==> config.mk <==
export PLATFORM = sky130hd
export DESIGN_NAME = motor_pwm_driver
export DESIGN_NICKNAME = d
export VERILOG_FILES = /design/src/rtl/motor_pwm_driver.sv
export SDC_FILE = /design/constraint.sdc
export NUM_CORES = 1
export LEC_CHECK = 0
export BUFFER_PORTS_ARGS = -buffer_cell sky130_fd_sc_hd__buf_2
export CAP_MARGIN = 15
export CORE_AREA = 2 2 85 79
export CTS_BUF_LIST = sky130_fd_sc_hd__clkbuf_4 sky130_fd_sc_hd__clkbuf_8
export CTS_CLUSTER_SIZE = 40
export DETAILED_ROUTE_END_ITERATION = 12
export DIE_AREA = 0 0 87 81
export HOLD_SLACK_MARGIN = 0.03
export PLACE_DENSITY = 0.61
export SLEW_MARGIN = 20
export SYNTH_ARGS = -nofsm -noshare
export SYNTH_HDL_FRONTEND = slang
export SYNTH_SLANG_ARGS = --single-unit
export TNS_END_PERCENT = 30
==> constraint.sdc <==
create_clock -name clk_3125KHz -period 2.45 [get_ports clk_3125KHz]
set_input_delay 0.3675 -clock clk_3125KHz [delete_from_list [all_inputs] [get_ports clk_3125KHz]]
set_output_delay 0.3675 -clock clk_3125KHz [all_outputs]
set_load 0.03 [all_outputs]
==> src/rtl/motor_pwm_driver.sv <==
// rtl/motor_pwm_driver.sv - two-channel H-bridge PWM driver with duty latching, ramping and reversal dead time
module motor_pwm_driver #(
  parameter int PRESCALE     = 4,
  parameter int DEAD_PERIODS = 2,
  parameter int RAMP_STEP    = 4
) (
  input  logic       clk_3125KHz,
  input  logic       reset,
  input  logic       enable,
  input  logic       m1_a,
  input  logic       m1_b,
  input  logic       m2_a,
  input  logic       m2_b,
  input  logic [4:0] dc1,
  input  logic [4:0] dc2,
  output logic       m1_in1,
  output logic       m1_in2,
  output logic       m2_in1,
  output logic       m2_in2,
  output logic [4:0] applied_dc1,
  output logic [4:0] applied_dc2,
  output logic       period_start
);

  localparam int             PW        = (PRESCALE > 1) ? $clog2(PRESCALE) : 1;
  localparam logic [PW-1:0]  PRE_MAX   = PW'(PRESCALE - 1);
  localparam int             DW        = (DEAD_PERIODS > 1) ? $clog2(DEAD_PERIODS) : 1;
  localparam logic [DW-1:0]  DEAD_INIT = (DEAD_PERIODS > 0) ? DW'(DEAD_PERIODS - 1) : '0;
  // Steps of 32 or more saturate the same way, so clamp to keep the 6-bit sum exact.
  localparam logic [5:0]     STEP6     = (RAMP_STEP > 31) ? 6'd32 : 6'(RAMP_STEP);

  typedef enum logic [1:0] {DIR_COAST, DIR_FWD, DIR_REV} dir_t;
  typedef enum logic {ST_RUN, ST_DEAD} state_t;

  logic [PW-1:0] pre_cnt;
  logic [4:0]    pwm_cnt;
  logic          boundary;

  dir_t          req      [2];
  logic [4:0]    target   [2];
  logic [4:0]    ramp_up  [2];
  logic [4:0]    ramp_new [2];
  dir_t          dir      [2];
  state_t        state    [2];
  logic [4:0]    applied  [2];
  logic [DW-1:0] dead_cnt [2];
  logic [1:0]    in1_q;
  logic [1:0]    in2_q;

  // 11 is an illegal request and is treated like 00 (coast).
  function automatic dir_t decode(input logic a, input logic b);
    case ({a, b})
      2'b10:   decode = DIR_FWD;
      2'b01:   decode = DIR_REV;
      default: decode = DIR_COAST;
    endcase
  endfunction

  // Acceleration is limited to STEP6 per period; deceleration takes effect at once.
  function automatic logic [4:0] ramp(input logic [4:0] cur, input logic [4:0] tgt);
    logic [5:0] sum;
    sum = {1'b0, cur} + STEP6;
    if (STEP6 == 6'd0 || tgt <= cur) ramp = tgt;
    else if (sum > {1'b0, tgt})      ramp = tgt;
    else                             ramp = sum[4:0];
  endfunction

  assign boundary = (pwm_cnt == 5'd31) && (pre_cnt == PRE_MAX);

  assign req[0]      = decode(m1_a, m1_b);
  assign req[1]      = decode(m2_a, m2_b);
  assign target[0]   = dc1;
  assign target[1]   = dc2;
  assign ramp_up[0]  = ramp(applied[0], dc1);
  assign ramp_up[1]  = ramp(applied[1], dc2);
  assign ramp_new[0] = ramp(5'd0, dc1);
  assign ramp_new[1] = ramp(5'd0, dc2);

  assign m1_in1      = in1_q[0];
  assign m1_in2      = in2_q[0];
  assign m2_in1      = in1_q[1];
  assign m2_in2      = in2_q[1];
  assign applied_dc1 = applied[0];
  assign applied_dc2 = applied[1];

  // Shared timebase: prescaler, 5-bit PWM counter and period-start pulse; enable does not stop it.
  always_ff @(posedge clk_3125KHz) begin
    if (reset) begin
      pre_cnt      <= '0;
      pwm_cnt      <= '0;
      period_start <= 1'b0;
    end else begin
      // Counters are 0/0 right after the boundary edge, so the pulse is the registered boundary.
      period_start <= boundary;
      if (pre_cnt == PRE_MAX) begin
        pre_cnt <= '0;
        pwm_cnt <= pwm_cnt + 5'd1;
      end else begin
        pre_cnt <= pre_cnt + PW'(1);
      end
    end
  end

  // Per-channel direction/dead-time FSM and registered H-bridge outputs; commands only move at the boundary.
  always_ff @(posedge clk_3125KHz) begin
    for (int c = 0; c < 2; c++) begin
      if (reset || !enable) begin
        state[c]    <= ST_RUN;
        dir[c]      <= DIR_COAST;
        applied[c]  <= '0;
        dead_cnt[c] <= '0;
        in1_q[c]    <= 1'b0;
        in2_q[c]    <= 1'b0;
      end else begin
        // dir is one-hot across FWD/REV, so in1 and in2 can never both be set.
        in1_q[c] <= (dir[c] == DIR_FWD) && (pwm_cnt < applied[c]);
        in2_q[c] <= (dir[c] == DIR_REV) && (pwm_cnt < applied[c]);
        if (boundary) begin
          case (state[c])
            ST_RUN: begin
              if (req[c] == DIR_COAST) begin
                dir[c]     <= DIR_COAST;
                applied[c] <= '0;
              end else if (dir[c] == DIR_COAST) begin
                dir[c]     <= req[c];
                applied[c] <= ramp_new[c];
              end else if (req[c] == dir[c]) begin
                applied[c] <= ramp_up[c];
              end else if (DEAD_PERIODS > 0) begin
                state[c]    <= ST_DEAD;
                dir[c]      <= DIR_COAST;
                applied[c]  <= '0;
                dead_cnt[c] <= DEAD_INIT;
              end else begin
                dir[c]     <= req[c];
                applied[c] <= ramp_new[c];
              end
            end
            ST_DEAD: begin
              if (dead_cnt[c] != '0) begin
                dead_cnt[c] <= dead_cnt[c] - DW'(1);
              end else begin
                state[c]   <= ST_RUN;
                dir[c]     <= req[c];
                applied[c] <= (req[c] == DIR_COAST) ? 5'd0 : ramp_new[c];
              end
            end
            default: begin
              state[c]   <= ST_RUN;
              dir[c]     <= DIR_COAST;
              applied[c] <= '0;
            end
          endcase
        end
      end
    end
  end

endmodule

==> impl_results.md, run 1 <==
* Clk slew on worst S/H paths at 0.07 ns
* CP Launch Type: flip-flop
* Vias in the first global route at 1855
* DRT Pass-1 Iters at 4
* Largest net degree at the start of global routing at 12
* MaxCap Viol Count at 0
* PortBufs at 31
* Fraction of the yosys area taken by sequential cells at 32.9%
* Final nets at 359
* Area leader, netlist: edfxtp_1
* Antenna Violating Nets Remaining at 0
* Routed wire per std cell at 13.1 um
* DR vias/cell at 5.19
* Type of the worst min-delay path: primary input to flip-flop
* Switch share at 29.1%
* Share of cells above drive strength 1 at 19.3%
* Max Clk Rate at 434 MHz
* Outcome: complete, no violations
* Core area at 0.00627 mm2
* Logic pwr share at 21.5%
* Multi-input gate area at 0.00148 mm2
* Site Rows at 28
* Clk buf depth at 2
* Static leakage at 1.31 nW
* Post-CTS Hold Buffers at 0
* Mapped Area at 0.00237 mm2
* Setup Fix Bufs, Post-CTS at 0
* Setup WS post-layout at 0.146 ns
* Final TNS setup at 0 ns
* Critical path endpoint category: flip-flop
* Inst Count DP at 373
* Fill cell count at 618
* Worst IR drop on VDD at 0.220 mV
* Initial antenna violation count at 0
* Commonest cells post-synth: ha_1, inv_1, a21oi_1
* Clk Latency, worst-skew pair at 0.29 ns
* Clk sinks at 30
* Drt drc at 0
* R2R cell count at 8
* TritonCTS clock tree: yes
* Die Wd at 87 um
* Pre-CTS setup slack at -0.0734 ns
* Global-route wire length before repair at 8500 um
* I/O pin cnt at 32
* Synth warn at 0
* GRT Total Usage at 15.2%
* Ranking of synthesized cells by area: edfxtp_1, ha_1, dfxtp_1
* Cells after Synth at 262
* Period utilisation layout at 94.0%
* Final setup violation count at 0
* Clk pwr share at 36.7%
* Antenna diodes at 0
* R2R Path Start: applied[1][2]
* Initial Utilization at 37.8%
* Async set-or-reset flop fraction in the synthesized netlist at 0%
* Worst setup path startpoint: applied[1][2]
* Kind of critical path: flip-flop to flip-flop
* Post-synthesis net count at 316
* Crit path to: applied[1][0]
* Synthesized area per cell at 9.04 um2
* Slew HR at 64.6%
* CTS root buf: clkbuf_8
* Die Ht at 81 um
* Slew Viols, Final at 0
* Final hold vios at 0
* R2R Path End: applied[1][0]
* Post-Route WL at 5000 um
* Reg area at 781 um2
* Drt first-iter violations at 87
* H-tree depth at 2
* Most used DFF post-synth: edfxtp_1
* Fin Clk Skew at 0.00498 ns
* DIE AREA at 0.00705 mm2
* Pwr/cell area at 491 mW/mm2
* Synth Register Bits at 30
* Actual slew at the worst max-slew pin at 0.526 ns
* Via count of the routed design at 1979
* WP data required at 2.44 ns
* Area share of the largest cell type after synthesis at 22.8%
* Tmin final at 2.30 ns
* Area Overhead vs Synth at 18.0%
* GRT Residual Overflow at 0
* Routability-driven placement congestion ratio at 0.868
* Sw power at 0.399 mW
* Fin cells at 381
* Hold Path Depth at 2
* Post-synth EDFFs at 18
* Top-count cell post-synth: ha_1
* Count of different cell masters after synthesis at 51
* Critical Path Fanout Max at 4
* Hpwl dp at 4010 um
* Internal power at 0.973 mW
* Flop pwr share at 41.8%
* Num CTS Buffers at 5
* Setup slack, reg-to-reg at 0.15 ns
* Critical Path AT at 2.29 ns
[sequential cells by signal, summed over array words and instances, names as in the netlist, 2 cells and up]
register / flops
applied: 10
dead_cnt: 2
dir: 4
in1_q: 2
in2_q: 2
pre_cnt: 2
pwm_cnt: 5
state: 2
[layer usage]
layer	global-route usage [%]	share of wire (%)	vias up
met3	3.86	5.7	7
met1	21.2	49	882
met5	0	0	-
met4	5.94	1.8	0
li1	-	-	1037
met2	22.4	44	53
[critical path, cell delays in order (launching register included)]
cell	delay, ns
edfxtp_1	0.41
ha_1	0.23
xor2_1	0.16
ha_1	0.32
nand3_1	0.12
a21oi_1	0.18
o22a_1	0.25
nor2_1	0.10
a21boi_2	0.22
[power by group through the flow]
stage	combinational (mW)	sequential, mW	clock [mW]
finish	0.295	0.573	0.504
global route	0.336	0.576	0.534
CTS	0.289	0.573	0.517
detailed placement	0.286	0.585	0
global placement	0.286	0.584	0
floorplan	0.189	0.601	0
[stage by stage]
step           cell area (um2)  hold slack, ns  total power [mW]  utilization (%)
3_5_place_dp              2670           0.423             0.871             42.5
2_1_floorplan             2370           0.404             0.790                -
3_3_place_gp              2670           0.420             0.870             42.5
4_1_cts                   2780           0.370              1.38             44.3
5_1_grt                   2800           0.390              1.45             44.6
6_report                  2800           0.378              1.37             44.6
[logic make-up after synthesis]
group                    synth area share, %
AND/OR/NAND/NOR                         19.9
AO/OA/AOI/OAI                           18.3
adder cells (fa/ha/maj)                 19.5
buffers and inverters                   5.60
flip-flops                              32.9
XOR/XNOR                                2.96
multiplexers                           0.845
[cell type report]
type                       instances  share of cell area (%)
clock inverter                     3                    1.43
inverter                          30                    4.03
sequential                        30                    27.9
timing repair buffer              40                    7.97
multi-input combinational        198                    52.8
clock buffer                       5                    2.46
tap                               75                    3.36
[cells in the final DEF, fill, tap and decap left out, types with 6 or more instances in the layout]
cell and count:
a21o_1 7, a21oi_1 23, buf_2 31, buf_4 9
dfxtp_1 12, edfxtp_1 18, ha_1 36, inv_1 30
nand2_1 15, nand2b_1 8, nand3_1 6, nor2_1 16
nor3_1 11, o21ai_0 8
[repair_timing]
action,CTS,global route
endpoints found under the hold margin,0,0
gates resized for setup,1,6
endpoints found under the setup margin,2,6
[how the worst min path moves through the flow]
stage          slack [ns]         end  startpoint
2_1_floorplan        0.40  pre_cnt[0]  pre_cnt[0]
3_3_place_gp         0.42  pre_cnt[0]  pre_cnt[0]
3_5_place_dp         0.42  pre_cnt[0]  pre_cnt[0]
4_1_cts              0.37  pwm_cnt[0]       reset
5_1_grt              0.39  pwm_cnt[0]       reset
6_report             0.38  pwm_cnt[0]       reset
(Power assumes the default switching activity.)
==> run 2, diff against run 1 <==
- CTS_BUF_LIST: sky130_fd_sc_hd__clkbuf_4 sky130_fd_sc_hd__clkbuf_8 -> default
- GPL_TIMING_DRIVEN: default -> 0
- clock period: 2.45 -> 2.4 ns (I/O delays scaled with it)
==> run 2 against run 1 <==
Utilization up 0.58 points. Power down 6.8%. Via count is 0.15% lower. Clock power decreased by 24%. Clock skew rose by 0.0058 ns. Critical endpoint is now applied[0][0]. Sequential share of layout area is 0.093 points lower. Die area stayed put.
==> impl_results.md, run 2 (synthesized netlist as in run 1, its figures left out) <==
* Outcome: complete, no violations
* Site Rows at 28 (unchanged)
* H-tree depth at 2 (unchanged)
* Final nets at 359 (unchanged)
* Hpwl dp at 3930 um (-2.0%)
* I/O pin cnt at 32 (unchanged)
* DR vias/cell at 5.20 (+0.11%)
* Pwr/cell area at 452 mW/mm2 (-8.0%)
* CP Launch Type: flip-flop
* Die Ht at 81 um (unchanged)
* GRT Residual Overflow at 0 (unchanged)
* Kind of critical path: flip-flop to flip-flop
* Antenna diodes at 0 (unchanged)
* Num CTS Buffers at 5 (unchanged)
* Max Clk Rate at 434 MHz (about the same)
* Period utilisation layout at 96.0% (+2.0 points)
* Die Wd at 87 um (unchanged)
* Vias in the first global route at 1850 (-0.27%)
* DRT Pass-1 Iters at 4 (unchanged)
* Clk pwr share at 30.0% (-6.7 points)
* Antenna Violating Nets Remaining at 0 (unchanged)
* Reg area at 788 um2 (+0.96%)
* Logic pwr share at 24.1% (+2.6 points)
* Initial antenna violation count at 0 (unchanged)
* Flop pwr share at 45.8% (+4.0 points)
* Fin Clk Skew at 0.0108 ns (+0.00583 ns)
* Drt first-iter violations at 86 (-1.1%)
* Initial Utilization at 37.8% (unchanged)
* Most frequent cells in the layout: ha_1, buf_2, inv_1, a21oi_1, edfxtp_1
* Clk sinks at 30 (unchanged)
* Clk Latency, worst-skew pair at 0.28 ns (about the same)
* TritonCTS clock tree: yes
* Critical path endpoint category: flip-flop
* Routed wire per std cell at 13.2 um (+0.18%)
* Top reg by flops: applied
* Setup WS post-layout at 0.0959 ns (-0.0504 ns)
* Type of the worst min-delay path: primary input to flip-flop
* Static leakage at 1.25 nW (-4.1%)
* Hold WS at 0.437 ns (+0.0588 ns)
* Drt drc at 0 (unchanged)
* Multi-input gate area at 0.00154 mm2 (+4.2%)
* Clk slew on worst S/H paths at 0.06 ns (about the same)
* Worst IR drop on VDD at 0.195 mV (-11%)
* Global-route wire length before repair at 8370 um (-1.5%)
* DIE AREA at 0.00705 mm2 (unchanged)
* Post-route cell area at 0.00283 mm2 (+1.3%)
* Max reg flops at 10 (unchanged)
* Post-Route WL at 5000 um (about the same)
* Commonest non-fill, non-tap cell in the layout: ha_1
* CTS root buf: clkbuf_8
* Core area at 0.00627 mm2 (unchanged)
* Biggest regs: applied (10), pwm_cnt (5), dir (4)
* Fill cell count at 605 (-2.1%)
* Tmin final at 2.30 ns (+0.000428 ns)
* Critical Path AT at 2.33 ns (+0.04 ns)
* Final Power at 1.28 mW (-6.8%)
* PortBufs at 31 (unchanged)
* Internal power at 0.889 mW (-8.7%)
* Share of cells above drive strength 1 at 21.6% (+2.4 points)
* Area Overhead vs Synth at 19.5%
* Final setup violation count at 0 (unchanged)
* Slew Viols, Final at 0 (unchanged)
* Largest net degree at the start of global routing at 11 (-1)
* WP data required at 2.42 ns (-0.02 ns)
* Routability-driven placement congestion ratio at 0.875 (+0.75%)
* Actual slew at the worst max-slew pin at 0.538 ns (+0.0119 ns)
* Post-CTS Hold Buffers at 0 (unchanged)
* Sw power at 0.390 mW (-2.1%)
* Critical Path Fanout Max at 8 (+4)
* Layout Utilization at 45.2% (+0.58 points)
* Pre-CTS setup slack at -0.137 ns (-0.0637 ns)
* Via count of the routed design at 1976 (-0.15%)
* Final hold vios at 0 (unchanged)
* Switch share at 30.5% (+1.5 points)
* Clk buf depth at 2 (unchanged)
* Slew HR at 63.8% (-0.83 points)
* GRT Total Usage at 15.0% (-0.24 points)
* MaxCap Viol Count at 0 (unchanged)
* Area post-placement at 0.00263 mm2 (-1.5%)
## run 2: metrics by stage
| stage | setup TNS, ns | cells |
|---|---|---|
| 5_1_grt | -0.0444 | 380 |
| 4_1_cts | 0 | 378 |
| 2_1_floorplan | 0 | 262 |
| 6_report | 0 | 380 |
| 3_5_place_dp | -0.422 | 368 |
| 3_3_place_gp | -0.355 | 368 |
## run 2: worst max-delay path: stages (launching register included)
cell and delay (ns):
dfxtp_4 0.37, ha_2 0.18, and3_4 0.19, ha_4 0.15, nand4b_4 0.12, or4_1 0.47, clkbuf_4 0.20, nor4_4 0.29
a21oi_2 0.07
## run 2: what timing repair did
action,4_1_cts,5_1_grt
pin swaps,1,1
endpoints found under the setup margin,11,9
gates resized for setup,7,12
buffers inserted,3,2
## run 2: path summary, 6_finish.rpt
check,startpoint,endpoint,slack [ns],cells after the start
worst max-delay path,pwm_cnt[0],applied[0][0],0.1,8
worst min-delay path,dc1[1],applied[0][1],0.44,3
worst max register to register,pwm_cnt[0],applied[0][0],0.1,8
worst min register to register,pre_cnt[0],pre_cnt[0],0.44,1
## run 2: power groups by stage
stage          sequential [mW]  combinational (mW)  clock (mW)
6_report                 0.586               0.309       0.384
2_1_floorplan            0.614               0.197           0
5_1_grt                  0.590               0.348       0.428
3_3_place_gp             0.599               0.285           0
4_1_cts                  0.588               0.294       0.395
3_5_place_dp             0.600               0.288           0
## run 2: area by class of cell
| cell class | instances | share of cell area (%) |
|---|---|---|
| multi-input combinational | 198 | 54.3 |
| sequential | 30 | 27.8 |
| timing repair buffer | 36 | 6.81 |
| inverter | 30 | 3.98 |
| tap | 75 | 3.31 |
| clock buffer | 5 | 2.43 |
| buffer | 4 | 0.795 |
| clock inverter | 2 | 0.530 |
## run 2: layer usage
layer	track usage [%]	part of all wire [%]
met1	21.0	51
met2	22.7	44
met3	3.66	4.3
met4	4.53	1.2
met5	0	0
